<file path="src/rtl/cpu_alu_seq_pkg.sv">
// Shared opcode map, FSM encodings and flag payload for the sequential ALU.
package cpu_alu_seq_pkg;

    localparam int unsigned OP_ADD     = 0;
    localparam int unsigned OP_SUB     = 1;
    localparam int unsigned OP_AND     = 2;
    localparam int unsigned OP_OR      = 3;
    localparam int unsigned OP_XOR     = 4;
    localparam int unsigned OP_PASS_A  = 5;
    localparam int unsigned OP_PASS_B  = 6;
    localparam int unsigned OP_SHL     = 7;
    localparam int unsigned OP_SHR     = 8;
    localparam int unsigned OP_INC     = 9;
    localparam int unsigned OP_DEC     = 10;
    localparam int unsigned OP_ADC     = 11;
    localparam int unsigned OP_SBC     = 12;
    localparam int unsigned OP_ROL     = 13;
    localparam int unsigned OP_ROR     = 14;
    localparam int unsigned OP_MUL     = 15;
    localparam int unsigned OP_DIVU    = 16;
    localparam int unsigned OP_MOVE_XA = 17;
    localparam int unsigned OP_MOVE_AX = 18;

    localparam logic [0:0] ST_IDLE = 1'b0;
    localparam logic [0:0] ST_ITER = 1'b1;

    localparam logic MODE_MUL = 1'b0;
    localparam logic MODE_DIV = 1'b1;

    typedef struct packed {
        logic z;
        logic c;
        logic v;
        logic n;
    } alu_flags_t;

endpackage

</file>
<file path="src/rtl/cpu_alu_iter.sv">
// Iterative datapath: unsigned shift-add multiply or restoring divide, one step per clock.
module cpu_alu_iter
    import cpu_alu_seq_pkg::*;
#(
    parameter int unsigned WIDTH = 8
) (
    input  logic             clk_i,
    input  logic             rst_i,
    input  logic             load_i,
    input  logic             mode_i,
    input  logic [WIDTH-1:0] a_i,
    input  logic [WIDTH-1:0] b_i,
    output logic [WIDTH-1:0] lo_c,
    output logic [WIDTH-1:0] hi_c,
    output logic             last_c
);
    localparam int unsigned CNT_W = $clog2(WIDTH + 1);

    logic [WIDTH-1:0] r_lo;
    logic [WIDTH-1:0] r_hi;
    logic [WIDTH-1:0] r_b;
    logic             r_mode;
    logic [CNT_W-1:0] r_cnt;

    logic [WIDTH:0]   w_mul_sum;
    logic [WIDTH:0]   w_div_shift;
    logic             w_div_ge;
    logic [WIDTH-1:0] w_div_sub;

    // lo/hi are the values after the step taken on the coming edge
    always_comb begin
        w_mul_sum   = {1'b0, r_hi} + (r_lo[0] ? {1'b0, r_b} : '0);
        w_div_shift = {r_hi, r_lo[WIDTH-1]};
        w_div_ge    = w_div_shift >= {1'b0, r_b};
        w_div_sub   = WIDTH'(w_div_shift - {1'b0, r_b});
        if (r_mode == MODE_DIV) begin
            hi_c = w_div_ge ? w_div_sub : w_div_shift[WIDTH-1:0];
            lo_c = {r_lo[WIDTH-2:0], w_div_ge};
        end else begin
            hi_c = w_mul_sum[WIDTH:1];
            lo_c = {w_mul_sum[0], r_lo[WIDTH-1:1]};
        end
    end

    assign last_c = (r_cnt == CNT_W'(1));

    always_ff @(posedge clk_i) begin
        if (rst_i) begin
            r_lo   <= '0;
            r_hi   <= '0;
            r_b    <= '0;
            r_mode <= MODE_MUL;
            r_cnt  <= '0;
        end else if (load_i) begin
            r_lo   <= a_i;
            r_hi   <= '0;
            r_b    <= b_i;
            r_mode <= mode_i;
            r_cnt  <= CNT_W'(WIDTH);
        end else if (r_cnt != '0) begin
            r_lo   <= lo_c;
            r_hi   <= hi_c;
            r_cnt  <= r_cnt - CNT_W'(1);
        end
    end

endmodule

</file>
<file path="src/rtl/cpu_alu_seq.sv">
// Registered ALU with start/busy/done handshake; MUL and DIVU run on cpu_alu_iter.
module cpu_alu_seq
    import cpu_alu_seq_pkg::*;
#(
    parameter int unsigned WIDTH = 8,
    parameter int unsigned OP_W  = 5
) (
    input  logic             clk_i,
    input  logic             rst_i,
    input  logic             start_i,
    input  logic [OP_W-1:0]  operation_i,
    input  logic [WIDTH-1:0] a_i,
    input  logic [WIDTH-1:0] b_i,
    input  logic             carry_i,
    output logic [WIDTH-1:0] y_o,
    output logic [WIDTH-1:0] y_hi_o,
    output logic             z_o,
    output logic             c_o,
    output logic             v_o,
    output logic             n_o,
    output logic             busy_o,
    output logic             done_o
);
    localparam int unsigned W1  = WIDTH + 1;
    localparam int unsigned MSB = WIDTH - 1;

    logic [0:0]       r_state, w_state_nxt;
    logic [WIDTH-1:0] r_y, w_y_nxt, r_yhi, w_yhi_nxt;
    alu_flags_t       r_flags, w_flags_nxt;
    logic             r_busy, w_busy_nxt, r_done, w_done_nxt, r_is_div, w_is_div_nxt;

    logic             w_is_mul, w_is_div, w_iter_load, w_last;
    logic [WIDTH-1:0] w_iter_lo, w_iter_hi;
    logic             w_add_cin, w_sub_bin, w_v_add, w_v_sub;
    logic [WIDTH:0]   w_add, w_sub, w_inc, w_dec;
    logic [WIDTH-1:0] w_alu_y;
    logic             w_alu_c, w_alu_v;

    assign w_is_mul  = (operation_i == OP_W'(OP_MUL));
    assign w_is_div  = (operation_i == OP_W'(OP_DIVU));
    assign w_add_cin = (operation_i == OP_W'(OP_ADC)) & carry_i;
    assign w_sub_bin = (operation_i == OP_W'(OP_SBC)) & carry_i;

    // Wide sums: bit WIDTH is carry out (or borrow for the subtract forms)
    assign w_add = {1'b0, a_i} + {1'b0, b_i} + W1'(w_add_cin);
    assign w_sub = {1'b0, a_i} - {1'b0, b_i} - W1'(w_sub_bin);
    assign w_inc = {1'b0, a_i} + W1'(1);
    assign w_dec = {1'b0, a_i} - W1'(1);
    assign w_v_add = (a_i[MSB] == b_i[MSB]) && (w_add[MSB] != a_i[MSB]);
    assign w_v_sub = (a_i[MSB] != b_i[MSB]) && (w_sub[MSB] != a_i[MSB]);

    always_comb begin
        w_alu_y = '0;
        w_alu_c = 1'b0;
        w_alu_v = 1'b0;
        case (operation_i)
            OP_W'(OP_ADD), OP_W'(OP_ADC): begin
                w_alu_y = w_add[MSB:0];
                w_alu_c = w_add[WIDTH];
                w_alu_v = w_v_add;
            end
            OP_W'(OP_SUB), OP_W'(OP_SBC): begin
                w_alu_y = w_sub[MSB:0];
                w_alu_c = w_sub[WIDTH];
                w_alu_v = w_v_sub;
            end
            OP_W'(OP_AND): w_alu_y = a_i & b_i;
            OP_W'(OP_OR):  w_alu_y = a_i | b_i;
            OP_W'(OP_XOR): w_alu_y = a_i ^ b_i;
            OP_W'(OP_PASS_A), OP_W'(OP_MOVE_XA): w_alu_y = a_i;
            OP_W'(OP_PASS_B), OP_W'(OP_MOVE_AX): w_alu_y = b_i;
            OP_W'(OP_SHL): begin
                w_alu_y = {a_i[MSB-1:0], 1'b0};
                w_alu_c = a_i[MSB];
            end
            OP_W'(OP_SHR): begin
                w_alu_y = {1'b0, a_i[MSB:1]};
                w_alu_c = a_i[0];
            end
            OP_W'(OP_INC): begin
                w_alu_y = w_inc[MSB:0];
                w_alu_c = w_inc[WIDTH];
            end
            OP_W'(OP_DEC): begin
                w_alu_y = w_dec[MSB:0];
                w_alu_c = w_dec[WIDTH];
            end
            OP_W'(OP_ROL): begin
                w_alu_y = {a_i[MSB-1:0], carry_i};
                w_alu_c = a_i[MSB];
            end
            OP_W'(OP_ROR): begin
                w_alu_y = {carry_i, a_i[MSB:1]};
                w_alu_c = a_i[0];
            end
            default: ;
        endcase
    end

    cpu_alu_iter #(.WIDTH(WIDTH)) u_iter (
        .clk_i  (clk_i),
        .rst_i  (rst_i),
        .load_i (w_iter_load),
        .mode_i (w_is_div ? MODE_DIV : MODE_MUL),
        .a_i    (a_i),
        .b_i    (b_i),
        .lo_c   (w_iter_lo),
        .hi_c   (w_iter_hi),
        .last_c (w_last)
    );

    // Handshake FSM and result/flag next-state
    always_comb begin
        w_state_nxt  = r_state;
        w_y_nxt      = r_y;
        w_yhi_nxt    = r_yhi;
        w_flags_nxt  = r_flags;
        w_busy_nxt   = r_busy;
        w_done_nxt   = 1'b0;
        w_is_div_nxt = r_is_div;
        w_iter_load  = 1'b0;
        case (r_state)
            ST_IDLE: begin
                if (start_i) begin
                    if (w_is_mul || (w_is_div && (b_i != '0))) begin
                        w_iter_load  = 1'b1;
                        w_is_div_nxt = w_is_div;
                        w_busy_nxt   = 1'b1;
                        w_state_nxt  = ST_ITER;
                    end else if (w_is_div) begin
                        w_y_nxt     = '1;
                        w_yhi_nxt   = a_i;
                        w_flags_nxt = '{z: 1'b0, c: 1'b0, v: 1'b1, n: 1'b1};
                        w_done_nxt  = 1'b1;
                    end else begin
                        w_y_nxt     = w_alu_y;
                        w_yhi_nxt   = '0;
                        w_flags_nxt = '{z: (w_alu_y == '0), c: w_alu_c, v: w_alu_v, n: w_alu_y[MSB]};
                        w_done_nxt  = 1'b1;
                    end
                end
            end
            ST_ITER: begin
                if (w_last) begin
                    w_y_nxt     = w_iter_lo;
                    w_yhi_nxt   = w_iter_hi;
                    w_done_nxt  = 1'b1;
                    w_busy_nxt  = 1'b0;
                    w_state_nxt = ST_IDLE;
                    if (r_is_div) begin
                        w_flags_nxt = '{z: (w_iter_lo == '0), c: 1'b0, v: 1'b0, n: w_iter_lo[MSB]};
                    end else begin
                        w_flags_nxt = '{z: (w_iter_lo == '0) && (w_iter_hi == '0),
                                        c: (w_iter_hi != '0), v: (w_iter_hi != '0),
                                        n: w_iter_hi[MSB]};
                    end
                end
            end
            default: w_state_nxt = ST_IDLE;
        endcase
    end

    always_ff @(posedge clk_i) begin
        if (rst_i) begin
            r_state  <= ST_IDLE;
            r_y      <= '0;
            r_yhi    <= '0;
            r_flags  <= '0;
            r_busy   <= 1'b0;
            r_done   <= 1'b0;
            r_is_div <= 1'b0;
        end else begin
            r_state  <= w_state_nxt;
            r_y      <= w_y_nxt;
            r_yhi    <= w_yhi_nxt;
            r_flags  <= w_flags_nxt;
            r_busy   <= w_busy_nxt;
            r_done   <= w_done_nxt;
            r_is_div <= w_is_div_nxt;
        end
    end

    assign y_o    = r_y;
    assign y_hi_o = r_yhi;
    assign z_o    = r_flags.z;
    assign c_o    = r_flags.c;
    assign v_o    = r_flags.v;
    assign n_o    = r_flags.n;
    assign busy_o = r_busy;
    assign done_o = r_done;

endmodule

</file>
<file path="config.mk">
export PLATFORM = sky130hd
export DESIGN_NAME = cpu_alu_seq
export DESIGN_NICKNAME = d
export VERILOG_FILES = /design/src/rtl/cpu_alu_seq_pkg.sv /design/src/rtl/cpu_alu_iter.sv /design/src/rtl/cpu_alu_seq.sv
export SDC_FILE = /design/constraint.sdc
export NUM_CORES = 1
export LEC_CHECK = 0
export ABC_AREA = 1
export CORE_ASPECT_RATIO = 0.9
export CORE_MARGIN = 1
export CORE_UTILIZATION = 30
export CTS_CLUSTER_DIAMETER = 100
export CTS_CLUSTER_SIZE = 16
export DETAILED_ROUTE_END_ITERATION = 10
export GPL_TIMING_DRIVEN = 0
export PLACE_DENSITY = 0.52
export SLEW_MARGIN = 25
export SYNTH_ARGS = -nofsm -noshare
export SYNTH_HDL_FRONTEND = slang
export SYNTH_HIERARCHICAL = 1
export SYNTH_SLANG_ARGS = --single-unit
</file>
<file path="constraint.sdc">
create_clock -name clk_i -period 10.98 [get_ports clk_i]
set_clock_uncertainty 0.1 [all_clocks]
set_input_delay 2.745 -clock clk_i [delete_from_list [all_inputs] [get_ports clk_i]]
set_output_delay 2.745 -clock clk_i [all_outputs]
set_load 0.02 [all_outputs]
</file>
==> run summary <==
outcome: complete, no violations
vias in the first global route: 5882
Crit Reg-Reg Endpoint: c_o
R2R Setup Slk: 8060 ps
IO Pins: 47
CP dominant cell by count: nand3_1
final instance area: 6750 sq um
dpl hpwl: 16.0 mm
Clock Power Share: 18.5%
P per Cell Area: 135 nW/um^2
WHS: 361 ps
worst min path class: flop to flop
worst path buffer plus inverter count: 3
H-tree levels: 2
reg-to-reg startpoint: u_iter/r_lo[0]
Post-Synthesis Cells: 970
clk_lat worst skew: 300 ps
Cell Count, Final, Fillers Out: 1272
Ys Warns: 6
maximum clock rate: 166 MHz
Seq/Total Area, Yosys: 18.2%
switching part of the total power: 47.0%
CTS tree: built
Placer Congestion: 0.891
post-synthesis mux area share: 0%
final worst setup slack: 4950 ps
DRC marker count from the first detailed-route iteration: 494
Remaining DRCs: 0
Slowest cell on crit path: clkdlybuf4s50_1
TritonRoute pass-1 iters: 5
setup TNS: 0 ps
asr flop ratio synth: 0%
crit path kind: input pin to flop
largest fanout on the critical path: 10
critical path's top delay family: buffers and inverters
Worst setup endpoint: n_o
CP startpoint: a_i[5]
count of final setup violators: 0
xor and xnor fraction of the mapped netlist area: 1.80%
Final Hold Viols: 0
clock root buffer: clkbuf_16
Post-Syn Area: 5840 sq um
P_leak: 3.28 nW
Required @ worst endpoint: 11050 ps
Num Clock Sinks: 53
largest net degree at the start of global routing: 18
Final period util: 54.9%
Core Util, Final: 35.2%
ANT nets after route: 0
Slew @ Worst Pin: 694 ps
Die X: 149 um
Max VDD drop: 0.0794 mV
Synth Flop Type: dfxtp_1
RSZ-0062 raised after global routing: no
dpl cells: 1264
nets: 1103
Yosys cell types: 42
DP Worst Slack: 4680 ps
Area Overhead vs Synth: 15.5%
#FFs+latches synth: 53
gr busiest metal: met2
DP Area: 6600 sq um
post-CTS setup buffer count: 0
CTS Buf Count: 5
Synth Area in Compound Gates: 13.0%
# hold bufs at CTS: 0
DR WL/cell: 15.7 um
adder-cell area share of the yosys netlist: 13.0%
Total Wirelength: 20.0 mm
# diodes: 0
NetSw: 0.427 mW
ordered list of cells on the worst path: clkdlybuf4s50_1 -> clkinv_1 -> ha_1 -> ha_1 -> nand2_1 -> inv_1 -> a21oi_1 -> nand3_1 -> nand3_1 -> nand3_1 -> nor2_1 -> nand2_1 -> o21ai_0 -> a21oi_1
Period minus WS final: 6030 ps
Tot Pwr: 0.909 mW
Port Buffers: 44
Clk pin slew, worst setup/hold paths: 70 ps
met1 global-route usage: 30.9%
Die Ht: 134 um
reg2reg path depth: 17
antenna violations before repair: 0
fin. max-slew vios: 0
grt met3 use: 2.76%
die area: 20000 sq um
GRT Overall Usage: 20.5%
Sequential Power Share: 26.1%
crit end category: flop
grt total ovfl: 0
core area: 19200 sq um
first-pass GRT wire length: 32.2 mm
drt via density: 4.97
EDFF count, synth: 0
Worst path depth: 14
Post-Syn Nets: 1052
num rows: 48
headroom to the max-slew limit: 53.6%
Clock Tree Buf Depth: 2
layout cell share with drive strength beyond 1: 6.56%
largest family of logic cells by synthesized area: simple AND/OR/NAND/NOR gates
worst path arrival time: 6100 ps
Setup crit start kind: input pin
grt met2 use: 31.1%
Max Cap Viol: 0
CTS resizes: 0
Mean Syn Cell Area: 6.03 sq um
vias: 6324
Gate power share: 55.3%
initial core utilization: 30.5%
Crit path largest cell delay: 710 ps
Internal: 0.482 mW
Synth Area in Simple Gates: 42.5%
==> state kept, by name, summed over array words and instances, names as in the netlist <==
| name | count |
|---|---|
| n_o | 1 |
| busy_o | 1 |
| y_hi_o | 8 |
| u_iter/r_mode | 1 |
| r_is_div | 1 |
| u_iter/r_lo | 8 |
| u_iter/r_b | 8 |
| c_o | 1 |
| u_iter/r_cnt | 4 |
| r_state | 1 |
| z_o | 1 |
| u_iter/r_hi | 8 |
| v_o | 1 |
| done_o | 1 |
| y_o | 8 |
==> Yosys cell counts, drive strengths merged, types with 7 or more instances <==
cell	number	area, sq um
clkbuf	10	37.5
buf	16	119
nand4	30	194
inv	133	502
nand2	269	1030
ha	51	638
nand3b	7	52.6
nor2	102	450
dfxtp	53	1060
nor3	13	65.1
a21oi	53	265
o21ai	73	369
nand3	110	628
==> per-layer routing <==
metal	vias up	share of wire [%]
met5	-	0
met4	0	1.0
met3	15	5.4
met2	142	42
met1	2908	51
li1	3259	-
==> how the worst min path moves through the flow <==
stage                         startpoint        endpoint  cells after the start
after floorplan           u_iter/r_lo[3]  u_iter/r_lo[3]                      2
after global placement         y_hi_o[4]       y_hi_o[4]                      2
after detailed placement          y_o[6]          y_o[6]                      2
after CTS                 u_iter/r_lo[4]  u_iter/r_lo[4]                      2
after global routing              y_o[5]          y_o[5]                      2
final                          y_hi_o[2]       y_hi_o[2]                      2
==> cell type report <==
class	instances	area, sq um
fillers	2116	12400
multi-input cells	753	4110
flip-flops and latches	53	1060
inverters	138	522
repair buffers	44	440
well taps	250	313
plain buffers	26	156
clock buffers	6	139
clock inverters	2	16.3
==> placed cells by master, fill, tap and decap left out, drive strengths merged <==
cell / Yosys / layout
a211oi: 1 / 1
a21o: 2 / 2
a21oi: 53 / 53
a22oi: 6 / 6
a31oi: 1 / 1
a41oi: 1 / 1
and2: 1 / 1
and3: 1 / 1
buf: 16 / 16
clkbuf: 10 / 16
clkdlybuf4s50: 0 / 44
clkinv: 5 / 5
clkinvlp: 0 / 1
dfxtp: 53 / 53
fa: 6 / 6
ha: 51 / 51
inv: 133 / 134
nand2: 269 / 269
nand3: 110 / 110
nand3b: 7 / 7
nand4: 30 / 30
nor2: 102 / 102
nor3: 13 / 13
nor4: 2 / 2
o211ai: 4 / 4
o21ai: 73 / 73
o22ai: 2 / 2
or2: 6 / 6
xnor2: 6 / 6
xor2: 6 / 6
==> power by group through the flow <==
stage / clock network (mW) / registers [mW] / logic [mW]
after floorplan: 0 / 0.240 / 0.364
final: 0.168 / 0.238 / 0.503
after detailed placement: 0 / 0.242 / 0.496
after CTS: 0.171 / 0.238 / 0.498
after global placement: 0 / 0.242 / 0.494
after global routing: 0.179 / 0.240 / 0.570
==> worst register-to-register path, delay by kind of cell (launching register included) <==
kind / cells / cell delay (ps)
and+or+nand+nor: 10 / 1110
AOI/OAI and AO/OA: 3 / 530
buffers and inverters: 3 / 470
adders and majority gates: 1 / 280
DFF: 1 / 310
==> logic make-up after synthesis <==
kind of cell / Yosys count
flops: 53
simple gates: 541
compound gates: 143
fa+ha+maj: 57
buf+inv: 164
xor+xnor: 12
No activity file was read; power rests on OpenSTA's default activity.
